File: config.mk
export PLATFORM = sky130hd
export DESIGN_NAME = sha1_job_controller
export DESIGN_NICKNAME = d
export VERILOG_FILES = /design/src/rtl/sha1_ctrl_pkg.sv /design/src/rtl/sha1_digest_buf.sv /design/src/rtl/sha1_job_controller.sv
export SDC_FILE = /design/constraint.sdc
export NUM_CORES = 1
export LEC_CHECK = 0
export ABC_AREA = 1
export ABC_CLOCK_PERIOD_IN_PS = 2100
export CORE_MARGIN = 4
export CORE_UTILIZATION = 35
export CTS_BUF_LIST = sky130_fd_sc_hd__clkbuf_16
export CTS_CLUSTER_DIAMETER = 50
export DETAILED_ROUTE_END_ITERATION = 8
export PLACE_DENSITY = 0.63
export RECOVER_POWER = 25
export SYNTH_ARGS = -nofsm -noshare
export SYNTH_HDL_FRONTEND = slang
export SYNTH_SLANG_ARGS = --single-unit
File: constraint.sdc
create_clock -name clk -period 2.1 [get_ports clk]
set_input_delay 0.315 -clock clk [delete_from_list [all_inputs] [get_ports clk]]
set_output_delay 0.315 -clock clk [all_outputs]
set_load 0.03 [all_outputs]
File: src/rtl/sha1_ctrl_pkg.sv
// Shared types and constants for the SHA-1 job controller.
// Used by sha1_job_controller and sha1_digest_buf.
package sha1_ctrl_pkg;

   typedef enum logic [2:0] {LOAD, START, POLL, RD_DIG, OUT} ctrl_state_e;

   localparam int MSG_WORDS    = 16;
   localparam int DIGEST_WORDS = 5;
   localparam int START_BIT    = 0;
   localparam int DONE_BIT     = 1;

   localparam logic [31:0] DEF_CSR_ADDR     = 32'd0;
   localparam logic [31:0] DEF_MSG_BASE     = 32'd1;
   localparam logic [31:0] DEF_DIGEST_BASE  = 32'd17;
   localparam int          DEF_POLL_TIMEOUT = 4096;

endpackage

File: src/rtl/sha1_digest_buf.sv
// Five-word digest buffer: filled from slave reads, drained as a valid/ready
// stream with out_last flagging H4.
module sha1_digest_buf
   import sha1_ctrl_pkg::*;
(
   input  logic        clk,
   input  logic        reset_n,
   input  logic        wr_en,
   input  logic [2:0]  wr_idx,
   input  logic [31:0] wr_data,
   input  logic        rd_active,
   input  logic [2:0]  rd_idx,
   input  logic        out_ready,
   output logic        out_valid,
   output logic [31:0] out_data,
   output logic        out_last,
   output logic        out_fire
);

   logic [31:0] digest_q [DIGEST_WORDS];

   always_ff @(posedge clk or negedge reset_n) begin
      if (!reset_n) begin
         for (int k = 0; k < DIGEST_WORDS; k++) digest_q[k] <= '0;
      end else if (wr_en && (wr_idx < 3'(DIGEST_WORDS))) begin
         digest_q[wr_idx] <= wr_data;
      end
   end

   // Data is gated by valid so the stream reads as zero outside OUT.
   always_comb begin
      out_valid = rd_active && (rd_idx < 3'(DIGEST_WORDS));
      out_data  = out_valid ? digest_q[rd_idx] : '0;
      out_last  = out_valid && (rd_idx == 3'(DIGEST_WORDS - 1));
      out_fire  = out_valid && out_ready;
   end

endmodule

File: src/rtl/sha1_job_controller.sv
// Streams one 512-bit block into a SHA-1 wrapper slave, polls for done and
// streams the digest out. Define SHA1_CTRL_TIMEOUT_EN to enable the poll timeout.
module sha1_job_controller
   import sha1_ctrl_pkg::*;
#(
   parameter logic [31:0] CSR_ADDR     = DEF_CSR_ADDR,
   parameter logic [31:0] MSG_BASE     = DEF_MSG_BASE,
   parameter logic [31:0] DIGEST_BASE  = DEF_DIGEST_BASE,
   parameter int          POLL_TIMEOUT = DEF_POLL_TIMEOUT
)(
   input  logic        clk,
   input  logic        reset_n,
   input  logic        in_valid,
   output logic        in_ready,
   input  logic [31:0] in_data,
   output logic        out_valid,
   input  logic        out_ready,
   output logic [31:0] out_data,
   output logic        out_last,
   output logic        m_write,
   output logic        m_read,
   output logic [31:0] m_address,
   output logic [31:0] m_writedata,
   input  logic [31:0] m_readdata,
   output logic        busy,
   output logic        err
);

   ctrl_state_e state_q, state_d;
   logic [3:0]  word_cnt_q, word_cnt_d;
   logic        full_q, full_d;
   logic        wr_pend_q, wr_pend_d;
   logic [3:0]  wr_idx_q, wr_idx_d;
   logic [31:0] wr_data_q, wr_data_d;
   logic [2:0]  dig_idx_q, dig_idx_d;
   logic        phase_q, phase_d;
   logic        live_q;
   logic        dig_we;
   logic        out_fire;
   logic        timeout;

   // live_q keeps in_ready low until the first clock after reset release.
   always_ff @(posedge clk or negedge reset_n) begin
      if (!reset_n) begin
         state_q    <= LOAD;
         word_cnt_q <= '0;
         full_q     <= 1'b0;
         wr_pend_q  <= 1'b0;
         wr_idx_q   <= '0;
         wr_data_q  <= '0;
         dig_idx_q  <= '0;
         phase_q    <= 1'b0;
         live_q     <= 1'b0;
      end else begin
         state_q    <= state_d;
         word_cnt_q <= word_cnt_d;
         full_q     <= full_d;
         wr_pend_q  <= wr_pend_d;
         wr_idx_q   <= wr_idx_d;
         wr_data_q  <= wr_data_d;
         dig_idx_q  <= dig_idx_d;
         phase_q    <= phase_d;
         live_q     <= 1'b1;
      end
   end

   always_comb begin
      state_d     = state_q;
      word_cnt_d  = word_cnt_q;
      full_d      = full_q;
      wr_pend_d   = 1'b0;
      wr_idx_d    = wr_idx_q;
      wr_data_d   = wr_data_q;
      dig_idx_d   = dig_idx_q;
      phase_d     = phase_q;
      in_ready    = 1'b0;
      m_write     = 1'b0;
      m_read      = 1'b0;
      m_address   = '0;
      m_writedata = '0;
      dig_we      = 1'b0;

      case (state_q)
         // Each accepted word is written one cycle later; word 15 sets full_q,
         // which closes in_ready while its write drains.
         LOAD: begin
            in_ready = live_q && !full_q;
            m_write  = wr_pend_q;
            if (wr_pend_q) begin
               m_address   = MSG_BASE + 32'(wr_idx_q);
               m_writedata = wr_data_q;
            end
            if (in_valid && in_ready) begin
               wr_pend_d = 1'b1;
               wr_idx_d  = word_cnt_q;
               wr_data_d = in_data;
               if (word_cnt_q == 4'(MSG_WORDS - 1)) full_d = 1'b1;
               else                                 word_cnt_d = word_cnt_q + 4'd1;
            end else if (full_q) begin
               full_d     = 1'b0;
               word_cnt_d = '0;
               state_d    = START;
            end
         end
         START: begin
            m_write     = 1'b1;
            m_address   = CSR_ADDR;
            m_writedata = 32'(1 << START_BIT);
            phase_d     = 1'b0;
            state_d     = POLL;
         end
         POLL: begin
            m_read    = 1'b1;
            m_address = CSR_ADDR;
            phase_d   = !phase_q;
            if (phase_q && m_readdata[DONE_BIT]) begin
               phase_d   = 1'b0;
               dig_idx_d = '0;
               state_d   = RD_DIG;
            end else if (timeout) begin
               phase_d = 1'b0;
               state_d = LOAD;
            end
         end
         // Address phase then sample phase for each of H0..H4.
         RD_DIG: begin
            m_read    = 1'b1;
            m_address = DIGEST_BASE + 32'(dig_idx_q);
            phase_d   = !phase_q;
            if (phase_q) begin
               dig_we = 1'b1;
               if (dig_idx_q == 3'(DIGEST_WORDS - 1)) begin
                  dig_idx_d = '0;
                  state_d   = OUT;
               end else begin
                  dig_idx_d = dig_idx_q + 3'd1;
               end
            end
         end
         OUT: begin
            if (out_fire) begin
               if (dig_idx_q == 3'(DIGEST_WORDS - 1)) begin
                  dig_idx_d = '0;
                  state_d   = LOAD;
               end else begin
                  dig_idx_d = dig_idx_q + 3'd1;
               end
            end
         end
         default: state_d = LOAD;
      endcase
   end

   assign busy = (state_q != LOAD) || (word_cnt_q != 4'd0);

`ifdef SHA1_CTRL_TIMEOUT_EN
   logic [15:0] poll_cnt_q;
   logic        err_q;

   // Counter is held clear outside POLL, so it restarts on every entry.
   always_ff @(posedge clk or negedge reset_n) begin
      if (!reset_n) begin
         poll_cnt_q <= '0;
         err_q      <= 1'b0;
      end else begin
         err_q      <= (state_q == POLL) && (state_d == LOAD);
         poll_cnt_q <= (state_q == POLL) ? poll_cnt_q + 16'd1 : 16'd0;
      end
   end

   assign timeout = (state_q == POLL) && (poll_cnt_q == 16'(POLL_TIMEOUT - 1));
   assign err     = err_q;
`else
   logic unused_poll_timeout;
   assign unused_poll_timeout = ^POLL_TIMEOUT;
   assign timeout = 1'b0;
   assign err     = 1'b0;
`endif

   sha1_digest_buf u_digest_buf (
      .clk       (clk),
      .reset_n   (reset_n),
      .wr_en     (dig_we),
      .wr_idx    (dig_idx_q),
      .wr_data   (m_readdata),
      .rd_active (state_q == OUT),
      .rd_idx    (dig_idx_q),
      .out_ready (out_ready),
      .out_valid (out_valid),
      .out_data  (out_data),
      .out_last  (out_last),
      .out_fire  (out_fire)
   );

endmodule

==> key figures <==
Status
  – Outcome: complete, but fails checks
  – Failing checks: max-capacitance violations, max-slew violations, negative setup slack

Timing
  – Worst Skew: 31.5 ps
  – Final min period: 2410 ps
  – Final period utilization: 115%
  – PnR worst setup slack: -310 ps
  – RSZ-0062 raised after global routing: true
  – Pins Over Slew Limit: 63
  – Sum Neg Setup Slack: -12250 ps
  – Relative max-transition margin: -14.9%
  – Final setup fails: 71
  – Highest Clock Rate: 0.415 GHz
  – Final Hold Fails: 0
  – Slew @ Worst Pin: 1720 ps

Pwr
  – Switching fraction of total power: 36.1%
  – Net Sw Power: 5.65 mW
  – PwrDens: 1130 nW/um^2
  – Comb power frac: 35.6%
  – Clock power share: 26.8%
  – Max VDD drop: 587 uV
  – Total power: 15.6 mW
  – Int Power: 10.0 mW
  – Leak: 6.08 nW
  – Sequential power share: 37.7%

Drt
  – WL/cell: 16.5 um
  – Vias: 7920
  – Drt drc: 0
  – Post-route antenna net violation count: 0
  – Routed WL: 26600 um
  – Vias/cell: 4.92
  – TritonRoute pass-1 iters: 4
  – Starting DRT DRC Count: 537

Setup path
  – CP startpoint: dig_idx_q[0]
  – CP Class: flop to output port
  – Critical Path AT: 2090 ps
  – FF-to-FF Start: dig_idx_q[0]
  – Worst setup EP type: output port
  – Req. time, crit path: 1780 ps
  – Worst R2R Path Depth: 11
  – CP Launch Type: flop
  – Worst Setup EP: out_data[9]
  – R2r setup slk: 190 ps
  – R2r endpoint: dig_idx_q[2]
  – Worst Path Max Fanout: 6

Cells and area
  – Final instance area: 13800 um^2
  – Filler cells: 2400
  – Fin nets: 1325
  – Syn-to-layout area delta: 45.1%
  – Cell Count, Final, Fillers Out: 1611
  – Share of layout cells above drive strength 1: 31.2%
  – Inserted Diodes: 0

GRT
  – Vias in the first global route: 7669
  – Initial antenna violation count: 1
  – First-pass GRT wire length: 41800 um
  – Tot GR Track Use: 16.8%
  – Largest net degree at the start of global routing: 75
  – Global route total overflow: 0

Placement
  – PortBufs: 142
  – Cell Area, Placed: 11500 um^2
  – GPL Wtd Cong: 0.764
  – Post-place setup slack: -65.2 ps
  – Dpl cells: 1522
  – Dpl hpwl: 16200 um

Clock tree
  – Clock latency at the later pin of the worst-skew pair: 540 ps
  – Clk slew on worst S/H paths: 60 ps
  – CTS tree: yes
  – H-Tree Depth: 1
  – Clock tree root driver cell: clkbuf_16
  – Maximum buffer depth of the clock tree: 3
  – CTS Sinks: 210
  – CTS Buf Count: 26

Worst hold path
  – Min-Delay Path Class: input pin to flop

Floorplan
  – I/O pin count: 171
  – Core area: 26800 um^2
  – Die ar.: 29900 um^2
  – Die height: 173 um
  – Initial Util: 35.5%
  – # rows: 60
  – Die W: 173 um

Synthesis
  – Cells after Synth: 1054
  – Seq/Total Area, Yosys: 55.3%
  – Synth Area per Inst: 9.02 um^2
  – Yosys Warn Count: 0
  – Yosys reg bits: 210
  – Mapped Area: 9510 um^2
  – Library cells used by synthesis: 31

Job
  – Max-cap check violation count: 1
-- cell usage after synthesis --
cell type | n | area (um^2)
o211ai_1 | 4 | 30.0
nand3_4 | 2 | 35.0
o21ai_2 | 32 | 280
inv_2 | 1 | 3.75
o22ai_1 | 65 | 407
dfrtp_1 | 210 | 5260
o21bai_1 | 3 | 22.5
inv_1 | 82 | 308
buf_6 | 12 | 135
nor2_4 | 3 | 33.8
buf_2 | 20 | 100
nor2_2 | 2 | 12.5
xor2_1 | 3 | 26.3
nor2_1 | 110 | 413
nand4_2 | 1 | 12.5
ha_1 | 5 | 62.6
nand2_2 | 1 | 6.26
nand3_1 | 14 | 70.1
nand4_1 | 3 | 18.8
nor2_8 | 1 | 20.0
or2_2 | 1 | 6.26
nand2_4 | 1 | 11.3
nor3_1 | 34 | 170
o21ai_1 | 32 | 160
nand2_1 | 178 | 668
conb_1 | 2 | 7.51
a21oi_1 | 73 | 365
xnor2_1 | 1 | 8.76
clkbuf_1 | 21 | 78.8
buf_4 | 37 | 278
o21ai_0 | 100 | 500
-- cells by family (layout without fill, tap and decap cells) --
family / Yosys count / in the layout / share of synthesized area [%]
compound gates: 309 / 309 / 18.6
xor+xnor: 4 / 4 / 0.369
fa+ha+maj: 5 / 5 / 0.658
buf+inv: 173 / 362 / 9.50
flops: 210 / 210 / 55.3
other cells: 2 / 29 / 0.0790
simple gates: 351 / 351 / 15.5
-- how the worst min path moves through the flow --
stage | from | slack [ps] | end | cells past startpoint
finish | in_data[3] | 360 | wr_data_q[3] | 3
global route | in_data[10] | 350 | wr_data_q[10] | 3
global placement | reset_n | 340 | wr_data_q[25] | 1
detailed placement | reset_n | 340 | wr_data_q[25] | 1
floorplan | reset_n | 20 | dig_idx_q[0] | 0
CTS | in_data[3] | 340 | wr_data_q[3] | 3
-- metrics by stage --
stage | hold WS (ps) | utilization (%)
CTS | 336 | 48.7
detailed placement | 342 | 42.9
floorplan | 19.4 | -
finish | 358 | 51.5
global route | 346 | 51.5
global placement | 341 | 42.9
-- routing by layer --
metal / wire length, um / GRT usage, % / vias to the layer above
li1: - / - / 3874
met1: 11500 / 22.7 / 3772
met2: 12600 / 27.1 / 225
met3: 1960 / 4.74 / 47
met4: 605 / 3.96 / 2
met5: 7 / 0 / -
-- what timing repair did --
action | CTS | global route
endpoints found under the setup margin | 75 | 73
gates resized for setup | 138 | 153
setup buffers | 24 | 14
pin swaps | 34 | 26
gates cloned | 4 | 3
hold buffers | 1 | 0
hold endpoints to repair | 57 | 0
-- state kept, by name, summed over array words and instances, names as in the netlist --
signal / count
wr_pend_q: 1
live_q: 1
wr_idx_q: 4
state_q: 3
phase_q: 1
wr_data_q: 32
full_q: 1
u_digest_buf.digest_q: 160
dig_idx_q: 3
word_cnt_q: 4
-- critical path, cell delays in order (launching register included) --
cell,delay [ps]
dfrtp_2,450
nor2_4,160
nor2_4,60
nor2_4,130
buf_12,150
buf_12,150
buf_12,110
o21ai_2,50
nor3_2,120
buf_4,180
-- area by class of cell --
| cell class | count | area, um^2 | area share, % |
|---|---|---|---|
| flip-flops and latches | 210 | 5260 | 38.1 |
| well taps | 341 | 427 | 3.09 |
| inverters | 83 | 328 | 2.38 |
| repair buffers | 233 | 2580 | 18.7 |
| multi-input cells | 698 | 4390 | 31.8 |
| clock buffers | 26 | 651 | 4.72 |
| clock inverters | 20 | 156 | 1.13 |
-- power by group through the flow --
| stage | clock network [mW] | registers (mW) | logic [mW] |
|---|---|---|---|
| detailed placement | 0 | 5.81 | 4.37 |
| global placement | 0 | 5.77 | 4.30 |
| CTS | 4.31 | 5.79 | 4.91 |
| global route | 4.49 | 6.02 | 6.11 |
| floorplan | 0 | 5.68 | 2.90 |
| finish | 4.19 | 5.89 | 5.57 |
-- placed cells by master, fill, tap and decap left out, types with 30 or more instances in the layout --
cell             netlist  routed
buf_6                 12      45
a21oi_1               73      73
o21ai_2               32      47
buf_12                 0      30
buf_4                 37      77
nor2_1               110      78
dfrtp_1              210     205
o21ai_0              100      67
nand2_1              178     169
clkdlybuf4s50_1        0      66
o21ai_1               32      44
inv_1                 82      79
Power figures use the tool's default switching activity.
